[config.mk]
export PLATFORM = sky130hd
export DESIGN_NAME = xadc_scan_pwm
export DESIGN_NICKNAME = d
export VERILOG_FILES = /design/src/rtl/xadc_scan_pwm_pkg.sv /design/src/rtl/xadc_scan_pwm_pwm_channel.sv /design/src/rtl/xadc_scan_pwm.sv
export SDC_FILE = /design/constraint.sdc
export NUM_CORES = 1
export LEC_CHECK = 0
export BUFFER_PORTS_ARGS = -buffer_cell sky130_fd_sc_hd__buf_2
export CAP_MARGIN = 10
export CORE_MARGIN = 3
export CORE_UTILIZATION = 50
export DETAILED_ROUTE_END_ITERATION = 8
export PLACE_DENSITY = 0.77
export SYNTH_ARGS = -nofsm -noshare
export SYNTH_HDL_FRONTEND = slang
export SYNTH_SLANG_ARGS = --single-unit
export TNS_END_PERCENT = 50
[constraint.sdc]
create_clock -name clk -period 10.55 [get_ports clk]
set_clock_uncertainty 0.1 [all_clocks]
set_input_delay 1.055 -clock clk [delete_from_list [all_inputs] [get_ports clk]]
set_output_delay 1.055 -clock clk [all_outputs]
set_load 0.1 [all_outputs]
[src/rtl/xadc_scan_pwm_pkg.sv]
// xadc_scan_pwm_pkg: shared FSM states, default scan addresses and width helper
package xadc_scan_pwm_pkg;
  typedef enum logic [1:0] {IDLE, REQ, WAIT, FILT} state_t;
  localparam logic [27:0] CH_ADDR_DEF = {7'h16, 7'h1F, 7'h17, 7'h1E};
  function automatic int clog2m1(input int n);
    return (n <= 2) ? 1 : $clog2(n);
  endfunction
endpackage

[src/rtl/xadc_scan_pwm_pwm_channel.sv]
// xadc_scan_pwm_pwm_channel: duty register reloaded on counter wrap plus registered compare
module xadc_scan_pwm_pwm_channel #(
  parameter int DATA_W = 8
) (
  input  logic              clk,
  input  logic              rst,
  input  logic [DATA_W-1:0] cnt,
  input  logic [DATA_W-1:0] y,
  output logic              pwm
);
  logic [DATA_W-1:0] duty;
  // reloading only at all-ones keeps every period a single clean pulse
  always_ff @(posedge clk or posedge rst)
    if (rst) begin
      duty <= '0;
      pwm  <= 1'b0;
    end else begin
      if (&cnt) duty <= y;
      pwm <= cnt < duty;
    end
endmodule

[src/rtl/xadc_scan_pwm.sv]
// xadc_scan_pwm: DRP channel scanner with per-channel smoothing driving PWM outputs
module xadc_scan_pwm import xadc_scan_pwm_pkg::*; #(
  parameter int                   NUM_CH     = 4,
  parameter logic [NUM_CH*7-1:0]  CH_ADDR    = CH_ADDR_DEF,
  parameter int                   DATA_W     = 8,
  parameter int                   FILT_SHIFT = 0,
  parameter int                   TIMEOUT    = 255
) (
  input  logic                           clk,
  input  logic                           rst,
  input  logic                           eoc,
  input  logic                           drdy,
  input  logic [15:0]                    do_in,
  output logic                           den,
  output logic [6:0]                     daddr,
  output logic [NUM_CH-1:0]              pwm,
  output logic                           sample_valid,
  output logic [clog2m1(NUM_CH)-1:0]     sample_ch,
  output logic [DATA_W-1:0]              sample_data,
  output logic                           timeout_err
);
  localparam int CW = clog2m1(NUM_CH);
  localparam int SW = DATA_W + FILT_SHIFT;
  localparam int TW = clog2m1(TIMEOUT + 1);
  state_t            state;
  logic [CW-1:0]     ch, ch_nxt, ch_d;
  logic [TW-1:0]     timer;
  logic [DATA_W-1:0] x, cnt, y_nxt;
  logic [SW-1:0]     s [NUM_CH];
  logic [SW-1:0]     s_nxt;
  logic [DATA_W-1:0] y [NUM_CH];
  logic [NUM_CH-1:0] seeded;
  logic              timeout_hit, adv;
  assign timeout_hit = timer == TW'(TIMEOUT);
  assign adv    = (state == FILT) || (state == WAIT && !drdy && timeout_hit);
  assign ch_nxt = (ch == CW'(NUM_CH - 1)) ? '0 : ch + 1'b1;
  assign ch_d   = adv ? ch_nxt : ch;
  // first sample seeds the state so the output starts at the input, not at zero
  assign s_nxt  = seeded[ch] ? s[ch] + SW'(x) - (s[ch] >> FILT_SHIFT) : SW'(x) << FILT_SHIFT;
  assign y_nxt  = DATA_W'(s_nxt >> FILT_SHIFT);
  always_ff @(posedge clk or posedge rst)
    if (rst) begin
      state        <= IDLE;
      ch           <= '0;
      timer        <= '0;
      x            <= '0;
      den          <= 1'b0;
      daddr        <= '0;
      seeded       <= '0;
      timeout_err  <= 1'b0;
      sample_valid <= 1'b0;
      sample_ch    <= '0;
      sample_data  <= '0;
      for (int i = 0; i < NUM_CH; i++) s[i] <= '0;
    end else begin
      den          <= state == IDLE && eoc;
      sample_valid <= state == FILT;
      daddr        <= CH_ADDR[int'(ch_d)*7 +: 7];
      ch           <= ch_d;
      case (state)
        IDLE: if (eoc) state <= REQ;
        REQ: begin
          state <= WAIT;
          timer <= '0;
        end
        WAIT:
          if (drdy) begin
            x     <= DATA_W'(do_in >> (16 - DATA_W));
            state <= FILT;
          end else if (timeout_hit) begin
            timeout_err <= 1'b1;
            state       <= IDLE;
          end else timer <= timer + 1'b1;
        FILT: begin
          s[ch]       <= s_nxt;
          seeded[ch]  <= 1'b1;
          sample_ch   <= ch;
          sample_data <= y_nxt;
          state       <= IDLE;
        end
        default: state <= IDLE;
      endcase
    end
  always_ff @(posedge clk or posedge rst)
    if (rst) cnt <= '0;
    else cnt <= cnt + 1'b1;
  for (genvar g = 0; g < NUM_CH; g++) begin : g_ch
    assign y[g] = DATA_W'(s[g] >> FILT_SHIFT);
    xadc_scan_pwm_pwm_channel #(.DATA_W(DATA_W)) u_pwm (
      .clk(clk), .rst(rst), .cnt(cnt), .y(y[g]), .pwm(pwm[g])
    );
  end
endmodule

==> results.json <==
{
  "nFillCells": 822,
  "path_class": "flop to flop",
  "relSlewSlack_pct": 43.8,
  "min-delay-start": "timeout_err$_DFFE_PP0P_",
  "cp.required_ns": 10.84,
  "fin_util_pct": 59.8,
  "syn_inst": 490,
  "holdWs_ns": 0.353,
  "numCtsBuffers": 17,
  "vdd_ir_drop_max_mv": 0.332,
  "drc": 0,
  "synth_seq_cells": 116,
  "cpMaxStageDelayCell": "nand3_2",
  "instances_no_fill": 673,
  "seq_area_frac_synth_pct": 52.9,
  "yosys-top-cells-area": "dfrtp_1 53%, ha_1 9.1%, mux2_2 8.8%",
  "drt_wl_total_mm": 10.3,
  "grt_remaining_overflow": 0,
  "clock_sinks": 116,
  "ctsResizeCount": 0,
  "worstHoldPathCells": 1,
  "dp_cells": 641,
  "hp-class": "flop to flop",
  "nNetsFinal": 584,
  "synthDistinctLibCells": 44,
  "arrival_ns": 2.80,
  "root_buffer": "clkbuf_8",
  "io_pins": 44,
  "reg2reg_slack_ns": 8.04,
  "max_freq_mhz": 398,
  "cp_slowest_stage_delay_ns": 0.66,
  "drive_gt1_share_pct": 23.5,
  "synthArstFlopShare_pct": 100,
  "crit_path_end_kind": "flop",
  "grt_max_degree": 61,
  "fin_crit_ns": 2.51,
  "clkTransAtPathRegs_ns": 0.06,
  "floorplan.initialDensity_pct": 52.2,
  "die_x_um": 111,
  "pre_cts_ws_ns": 7.99,
  "multiInputGateArea_um2": 2290,
  "max-clock-path-buffers": 2,
  "outcome": "complete, no violations",
  "antenna_left": 0,
  "critPathLaunchType": "flop",
  "antenna_cells": 0,
  "cts_tree": "done",
  "rows": 37,
  "grt_pass1_vias": 3718,
  "reg2regPathDepth": 4,
  "setup_viol": 0,
  "layout_common_cells": "116 x dfrtp_1, 58 x nand2_1, 43 x inv_1, 43 x mux2_2, 41 x o21ai_0",
  "cp_common_cell": "and3_1",
  "tightest_slew_ns": 0.842,
  "rr_startpoint": "cnt[2]$_DFF_PP0_",
  "ys.flop_type": "dfrtp_1",
  "p_per_area_nw_per_um2": 299,
  "first_iter_violations": 170,
  "gp_congestion": 0.803,
  "r2r-end": "g_ch[1].u_pwm.duty[2]$_DFFE_PP0P_",
  "final_common_cell": "dfrtp_1",
  "coreArea_um2": 10500,
  "hpwl_mm": 6.86,
  "yosysWarnings": 0,
  "gr-usage-all-layers_pct": 18.0,
  "htree_num_levels": 4,
  "finalCritPeriodShare_pct": 23.8,
  "postSynthAreaPerCell_um2": 11.2,
  "drt_first_pass_iters": 5,
  "hold_violations": 0,
  "die_area_um2": 12300,
  "clk_latency_ns": 0.52,
  "maxCapViolations": 0,
  "fin_tns_setup_ns": 0,
  "synth_area_leader_cell": "dfrtp_1",
  "syn_to_final_growth_pct": 14.5,
  "post-cts-setup-buffer-count": 0,
  "ctsHoldBuffers": 0,
  "regArea_um2": 2900,
  "drv_slew": 0,
  "routed_via_density": 5.30,
  "netlist_area_um2": 5490,
  "setup_ws_ns": 8.04,
  "startpoint": "cnt[2]$_DFF_PP0_",
  "hold_end": "timeout_err$_DFFE_PP0P_",
  "post-synth-top-area-fraction_pct": 52.9,
  "crit_chain": "and3_1, and3_1, nand3_2, mux2_1",
  "grt_pass1_wl_mm": 17.8,
  "rsz0062_at_grt": "no",
  "io_buffers": 33,
  "num_vias": 3568,
  "p_leak_nw": 3.09,
  "antenna_found_initial": 0,
  "wl_per_cell_um": 15.4,
  "worstPathMaxFanout": 32,
  "synth_edf_count": 0,
  "die_y_um": 111
}
[routing by layer]
| layer | up-vias | part of all wire, % | GRT usage [%] |
|---|---|---|---|
| met2 | 74 | 50 | 29.6 |
| met1 | 1746 | 44 | 22.9 |
| met4 | 0 | 1.7 | 6.57 |
| met5 | - | 0 | 0 |
| li1 | 1733 | - | - |
| met3 | 15 | 4.4 | 5.02 |
[synth_stat cells (4+ instances only)]
| cell type | instances |
|---|---|
| dfrtp_1 | 116 |
| o21ai_0 | 41 |
| o21ai_2 | 7 |
| nand2_1 | 58 |
| xor2_1 | 5 |
| ha_1 | 40 |
| nand3_1 | 12 |
| a21oi_1 | 18 |
| nor3_1 | 4 |
| buf_6 | 4 |
| nor2_1 | 11 |
| mux2_2 | 43 |
| clkbuf_1 | 6 |
| o21ai_1 | 7 |
| xnor2_1 | 7 |
| a21o_1 | 14 |
| buf_4 | 8 |
| a31oi_1 | 4 |
| inv_1 | 44 |
| nand2b_1 | 10 |
[report_power, final]
group	internal, mW	switching (mW)	total (mW)
clock	0.342	0.217	0.559
sequential	0.557	0.0779	0.635
combinational	0.191	0.495	0.686
[sequential cells by signal, summed over array words and instances (netlist names), 3 cells and up]
name	count
g_ch.u_pwm.pwm	4
daddr	3
x	8
seeded	4
timer	8
g_ch.u_pwm.duty	32
sample_data	8
s	32
cnt	8
[how the worst max path moves through the flow]
stage                                                   end  slack [ns]  cells after the start
after floorplan                             ch[0]$_DFF_PP0_        6.32                      1
final                     g_ch[1].u_pwm.duty[2]$_DFFE_PP0P_        8.04                      4
after CTS                 g_ch[1].u_pwm.duty[2]$_DFFE_PP0P_        8.01                      4
after detailed placement        g_ch[1].u_pwm.pwm$_DFF_PP0_        7.99                      3
after global placement          g_ch[1].u_pwm.pwm$_DFF_PP0_        8.03                      3
after global routing      g_ch[1].u_pwm.duty[2]$_DFFE_PP0P_        7.89                      4
[cells by family (layout without fill, tap and decap cells)]
| kind of cell | after synthesis | in the layout | synth area share [%] |
|---|---|---|---|
| and+or+nand+nor | 108 | 108 | 9.28 |
| AOI/OAI and AO/OA | 102 | 102 | 11.5 |
| DFF | 116 | 116 | 52.9 |
| other | 2 | 3 | 0.137 |
| adders and majority gates | 40 | 40 | 9.12 |
| xor gates and xnor gates | 12 | 12 | 1.92 |
| muxes | 46 | 46 | 9.64 |
| buffers and inverters | 64 | 110 | 5.52 |
[through the flow]
| stage | cell area [um^2] | power (mW) |
|---|---|---|
| 2_1_floorplan | 5490 | 1.16 |
| 3_3_place_gp | 5700 | 1.29 |
| 3_5_place_dp | 5700 | 1.32 |
| 4_1_cts | 6290 | 1.89 |
| 5_1_grt | 6290 | 1.99 |
| 6_report | 6290 | 1.88 |
[critical path: cells and delay by family, from the launching register on]
| family | cells | cell delay (ns) |
|---|---|---|
| and+or+nand+nor | 3 | 1.14 |
| muxes | 1 | 0.59 |
| DFF | 1 | 0.54 |
[layout make-up]
class | instances | share of cell area (%)
flip-flops and latches | 116 | 46.2
multi-input cells | 311 | 36.4
clock buffers | 17 | 6.59
clock inverters | 15 | 2.75
repair buffers | 34 | 2.75
well taps | 136 | 2.71
inverters | 44 | 2.67
(Power assumes the default switching activity.)
